**src/rtl/ahb_pkg.sv**
```systemverilog
// Shared AHB-Lite definitions: HTRANS/HSIZE/HBURST codes, the initiator
// FSM state type and a legality check for size/alignment. Reused by the
// router and later AHB blocks.
package ahb_pkg;

    typedef enum logic [1:0] {
        HTRANS_IDLE   = 2'b00,
        HTRANS_BUSY   = 2'b01,
        HTRANS_NONSEQ = 2'b10,
        HTRANS_SEQ    = 2'b11
    } htrans_t;

    localparam logic [2:0] HSIZE_BYTE    = 3'd0;
    localparam logic [2:0] HSIZE_HALF    = 3'd1;
    localparam logic [2:0] HSIZE_WORD    = 3'd2;
    localparam logic [2:0] HBURST_SINGLE = 3'b000;

    typedef enum logic [1:0] {
        ST_IDLE,
        ST_ADDR,
        ST_DATA,
        ST_RESP
    } mst_state_t;

    // Sizes above a word, or an address not aligned to the size, never
    // reach the bus.
    function automatic logic cmd_legal(input logic [2:0] size, input logic [1:0] addr_lo);
        case (size)
            HSIZE_BYTE: return 1'b1;
            HSIZE_HALF: return ~addr_lo[0];
            HSIZE_WORD: return (addr_lo == 2'b00);
            default:    return 1'b0;
        endcase
    endfunction

endpackage

```
**src/rtl/ahb_lane_steer.sv**
```systemverilog
// Byte-lane steering for a 32-bit AHB data path (combinational).
//   addr_lo     in   address bits [1:0] of the transfer
//   size        in   HSIZE of the transfer
//   wdata       in   right-justified write data
//   wdata_lanes out  write data replicated onto every lane of its size
//   rdata_lanes in   raw bus read data
//   rdata       out  selected lane, right-justified, zero-extended
module ahb_lane_steer
    import ahb_pkg::*;
(
    input  logic [1:0]  addr_lo,
    input  logic [2:0]  size,
    input  logic [31:0] wdata,
    output logic [31:0] wdata_lanes,
    input  logic [31:0] rdata_lanes,
    output logic [31:0] rdata
);

    always_comb begin
        wdata_lanes = wdata;
        rdata       = rdata_lanes;
        case (size)
            HSIZE_BYTE: begin
                wdata_lanes = {4{wdata[7:0]}};
                case (addr_lo)
                    2'd0:    rdata = {24'h0, rdata_lanes[7:0]};
                    2'd1:    rdata = {24'h0, rdata_lanes[15:8]};
                    2'd2:    rdata = {24'h0, rdata_lanes[23:16]};
                    default: rdata = {24'h0, rdata_lanes[31:24]};
                endcase
            end
            HSIZE_HALF: begin
                wdata_lanes = {2{wdata[15:0]}};
                rdata       = addr_lo[1] ? {16'h0, rdata_lanes[31:16]}
                                         : {16'h0, rdata_lanes[15:0]};
            end
            default: ;
        endcase
    end

endmodule

```
**src/rtl/ahb_lite_master.sv**
```systemverilog
// Single-outstanding AHB-Lite initiator: turns a valid/ready command into
// one SINGLE transfer and returns one response per command.
//   clk, reset (async, active low)
//   cmd_*  in   command request (valid/ready handshake)
//   rsp_*  out  one-cycle completion pulse with read data / error
//   h*          AHB-Lite initiator signals, all outputs registered
//
// state   | meaning
// --------+-------------------------------------------------------------
// IDLE    | cmd_ready high, waiting for a command
// ADDR    | NONSEQ address phase, held until hready
// DATA    | data phase, hwdata driven for writes, waits for hready
// RESP    | rsp_valid pulse, back to IDLE
module ahb_lite_master
    import ahb_pkg::*;
#(
    parameter logic [3:0] HPROT_VAL = 4'b0011
) (
    input  logic        clk,
    input  logic        reset,
    input  logic        cmd_valid,
    output logic        cmd_ready,
    input  logic        cmd_write,
    input  logic [31:0] cmd_addr,
    input  logic [2:0]  cmd_size,
    input  logic [31:0] cmd_wdata,
    output logic        rsp_valid,
    output logic [31:0] rsp_rdata,
    output logic        rsp_error,
    output logic [31:0] haddr,
    output logic        hwrite,
    output logic [2:0]  hsize,
    output logic [2:0]  hburst,
    output logic        hmastlock,
    output logic [3:0]  hprot,
    output logic [1:0]  htrans,
    output logic [31:0] hwdata,
    input  logic        hready,
    input  logic        hresp,
    input  logic [31:0] hrdata
);

    mst_state_t  state_q, state_d;
    htrans_t     htrans_q;
    logic        cmd_ready_q;
    logic        write_q;
    logic [31:0] addr_q;
    logic [2:0]  size_q;
    logic [31:0] wdata_q;
    logic [31:0] hwdata_q;
    logic        rsp_valid_q;
    logic [31:0] rsp_rdata_q;
    logic        rsp_error_q;
    logic [31:0] wdata_lanes;
    logic [31:0] rdata_sel;
    logic        accept;

    // cmd_ready is only ever high in IDLE, so this implies the IDLE state.
    assign accept = cmd_valid & cmd_ready_q;

    ahb_lane_steer u_steer (
        .addr_lo     (addr_q[1:0]),
        .size        (size_q),
        .wdata       (wdata_q),
        .wdata_lanes (wdata_lanes),
        .rdata_lanes (hrdata),
        .rdata       (rdata_sel)
    );

    always_ff @(posedge clk or negedge reset) begin
        if (!reset) state_q <= ST_IDLE;
        else        state_q <= state_d;
    end

    always_comb begin
        state_d = state_q;
        case (state_q)
            ST_IDLE: if (accept)
                         state_d = cmd_legal(cmd_size, cmd_addr[1:0]) ? ST_ADDR : ST_RESP;
            ST_ADDR: if (hready) state_d = ST_DATA;
            ST_DATA: if (hready) state_d = ST_RESP;
            ST_RESP: state_d = ST_IDLE;
            default: state_d = ST_IDLE;
        endcase
    end

    // Outputs are registered from the next state so nothing on the bus
    // has a combinational path from hready.
    always_ff @(posedge clk or negedge reset) begin
        if (!reset) begin
            cmd_ready_q <= 1'b0;
            htrans_q    <= HTRANS_IDLE;
            rsp_valid_q <= 1'b0;
            write_q     <= 1'b0;
            addr_q      <= '0;
            size_q      <= '0;
            wdata_q     <= '0;
            hwdata_q    <= '0;
            rsp_rdata_q <= '0;
            rsp_error_q <= 1'b0;
        end else begin
            cmd_ready_q <= (state_d == ST_IDLE);
            htrans_q    <= (state_d == ST_ADDR) ? HTRANS_NONSEQ : HTRANS_IDLE;
            rsp_valid_q <= (state_d == ST_RESP);
            if (accept) begin
                write_q     <= cmd_write;
                addr_q      <= cmd_addr;
                size_q      <= cmd_size;
                wdata_q     <= cmd_wdata;
                rsp_error_q <= ~cmd_legal(cmd_size, cmd_addr[1:0]);
                rsp_rdata_q <= '0;
            end
            // Latched command is stable during ADDR, so the steered data is
            // settled before the first DATA cycle and held throughout it.
            if (state_q == ST_ADDR)
                hwdata_q <= write_q ? wdata_lanes : '0;
            if (state_q == ST_DATA && hready) begin
                rsp_error_q <= hresp;
                rsp_rdata_q <= (!write_q && !hresp) ? rdata_sel : '0;
            end
        end
    end

    assign cmd_ready = cmd_ready_q;
    assign haddr     = addr_q;
    assign hwrite    = write_q;
    assign hsize     = size_q;
    assign htrans    = htrans_q;
    assign hwdata    = hwdata_q;
    assign hburst    = HBURST_SINGLE;
    assign hmastlock = 1'b0;
    assign hprot     = HPROT_VAL;
    assign rsp_valid = rsp_valid_q;
    assign rsp_rdata = rsp_rdata_q;
    assign rsp_error = rsp_error_q;

endmodule

```
**config.mk**
```make
export PLATFORM = sky130hd
export DESIGN_NAME = ahb_lite_master
export DESIGN_NICKNAME = d
export VERILOG_FILES = /design/src/rtl/ahb_pkg.sv /design/src/rtl/ahb_lane_steer.sv /design/src/rtl/ahb_lite_master.sv
export SDC_FILE = /design/constraint.sdc
export NUM_CORES = 1
export LEC_CHECK = 0
export CORE_UTILIZATION = 32
export DETAILED_ROUTE_END_ITERATION = 8
export DONT_BUFFER_PORTS = 1
export PLACE_DENSITY = 0.56
export SYNTH_ARGS = -nofsm -noshare
export SYNTH_HDL_FRONTEND = slang
export SYNTH_SLANG_ARGS = --single-unit
```
**constraint.sdc**
```tcl
create_clock -name clk -period 2.4 [get_ports clk]
set_input_delay 0.48 -clock clk [delete_from_list [all_inputs] [get_ports clk]]
set_output_delay 0.48 -clock clk [all_outputs]
set_load 0.02 [all_outputs]
```
==> flow_summary.ini <==
[drt]
drt_iter0_drc = 234
vias = 4544
first_pass_iters = 4
drc = 0
vias_per_cell = 5.00
totalWireLength_um = 17000
ant_nets = 0
wire_per_inst_um = 18.8

[sta]
skew_ns = 0.00855
holdWs_ns = -0.237
maxSlewHeadroom_pct = 39.9
setup_viol = 0
worst_slew_pin_slew_ns = 0.901
max_freq_ghz = 0.479
rsz0062_at_grt = no
finalCritPeriodShare_pct = 86.9
slew_violations = 0
min_period_ns = 2.09
finalHoldViolCount = 138
setup-tns-final_ns = 0

[finish]
final_cell_mix = nand2_1, dfrtp_1, nor2_1
diodes = 0
final_util_pct = 37.2
n_fill_cell = 1916
mostFrequentLayoutCell = nand2_1
final_area_mm2 = 0.00708
area_growth_pct = 12.2
seqCellArea_mm2 = 0.00345
drive_above_1_share_pct = 11.7
fin_nets = 740
multi_input_area_mm2 = 0.00260

[clocking]
ctsResizeCount = 0
clk_latency_ns = 0.42
cts_num_sinks = 138
postCtsSetupBuffers = 0
cts_max_level = 4
cts_tree = built
clockRootBuffer = clkbuf_16
path_clk_slew_ns = 0.06
cts_buffers = 17
clk_path_buf_depth = 2

[critical_path]
cpPeakStageDelay_ns = 0.88
crit_type = reg2out
worstPathCellList = buf_4
worstPathArrival_ns = 1.61
start_kind = flop
path_max_fanout = 27
path_buf_inv = 1
crit_required_ns = 1.92
critPathTopFamily = flip-flops
cp_slowest_cell = dfrtp_1
cp-end-kind = output port

[synth]
postSynthCellCount = 653
ys_seq_elements = 138
syn_area_mm2 = 0.00630
synth_cell_types = 41
synthFlopType = dfrtp_1
synth-async-reset-ratio_pct = 100
yosys_warnings = 0
avgSynthCellArea_um2 = 9.66
synth_edf_count = 0
yosysSeqAreaShare_pct = 54.8

[grt]
antenna_found_initial = 0
grt_pass1_vias = 4613
grt_max_degree = 139
track_usage_pct = 17.2
overflow = 0
grt_first_pass_wirelength_um = 26000

[place]
place_area_mm2 = 0.00648
port_buffers = 0
hpwl_um = 11900
place_congestion = 0.796

[power_and_ir_drop]
p_leak_nw = 3.35
p_per_area_mw_per_mm2 = 1490
ir_drop_uv = 528
fin_total_pwr_mw = 10.5

[floorplan]
rows = 50
start_util_pct = 33.2
die_h_um = 142
dieArea_mm2 = 0.0203
io_pins = 218
die_w_um = 142
coreArea_mm2 = 0.0190

[status]
status = finished, violations left
violations = negative hold slack

[hold_path]
worst_hold_path_type = in2async

[job]
cap_viol_max_count = 0
flip-flops by register name, indices dropped and copies added, names as in the netlist:
signal / flops
cmd_ready: 1
haddr: 32
hsize: 3
htrans: 1
hwdata: 32
hwrite: 1
rsp_error: 1
rsp_rdata: 32
rsp_valid: 1
state_q: 2
wdata_q: 32
cells in the mapped netlist (9+ instances only):
cell,number,share of area (%)
nor3_1,9,0.71
nor2_1,35,2.1
o21a_1,12,1.4
o31ai_1,16,1.9
dfrtp_1,138,55
clkbuf_1,30,1.8
mux2i_1,13,2.1
nand2_1,247,15
a22o_1,16,2.2
buf_4,11,1.3
buf_2,13,1.0
o21ai_0,26,2.1
per-stage QoR:
stage	cells	setup WS [ns]
2_1_floorplan	660	0.784
3_3_place_gp	876	0.592
3_5_place_dp	876	0.516
4_1_cts	908	0.308
5_1_grt	908	0.214
6_report	908	0.313
where the power goes:
group          internal (mW)  switching, mW
registers               3.26           1.68
logic                   1.18           1.78
clock network           1.60           1.02
cells by family after synthesis:
kind of cell           after synthesis  synth area share [%]
and+or+nand+nor                    328                  22.1
DFF                                138                  54.8
buffers and inverters               58                  4.60
other                                2                 0.119
muxes                               29                  6.35
AOI/OAI and AO/OA                   98                  12.0
layer usage:
metal  up-vias  GRT usage, %  part of all wire [%]
li1       2144             -                     -
met1      2223          20.5                    42
met2       149          27.0                    47
met3        28          6.73                   8.4
met4         0          8.77                   2.8
met5         -             0                     0
final cells by class:
type / count / share of cell area (%)
clock inverter: 11 / 1.91
multi-input combinational: 464 / 36.8
clock buffer: 21 / 6.51
timing repair buffer: 13 / 1.38
tap: 260 / 4.60
inverter: 1 / 0.0530
sequential: 138 / 48.8
worst paths after layout:
| path | cells after the start | to | start | slack [ns] |
|---|---|---|---|---|
| max | 1 | haddr[1] | haddr[1]$_DFFE_PN0P_ | 0.31 |
| min | 0 | rsp_rdata[28]$_DFFE_PN0P_ | reset | -0.24 |
| max reg2reg | 3 | rsp_rdata[29]$_DFFE_PN0P_ | state_q[0]$_DFF_PN0_ | 0.49 |
| min reg2reg | 2 | wdata_q[30]$_DFFE_PN0P_ | wdata_q[30]$_DFFE_PN0P_ | 0.48 |
| max in group asynchronous | 0 | wdata_q[28]$_DFFE_PN0P_ | reset | 2.38 |
| min in group clk | 2 | wdata_q[2]$_DFFE_PN0P_ | cmd_wdata[2] | 0.16 |
Note: power is estimated with default switching activity, not from simulation.
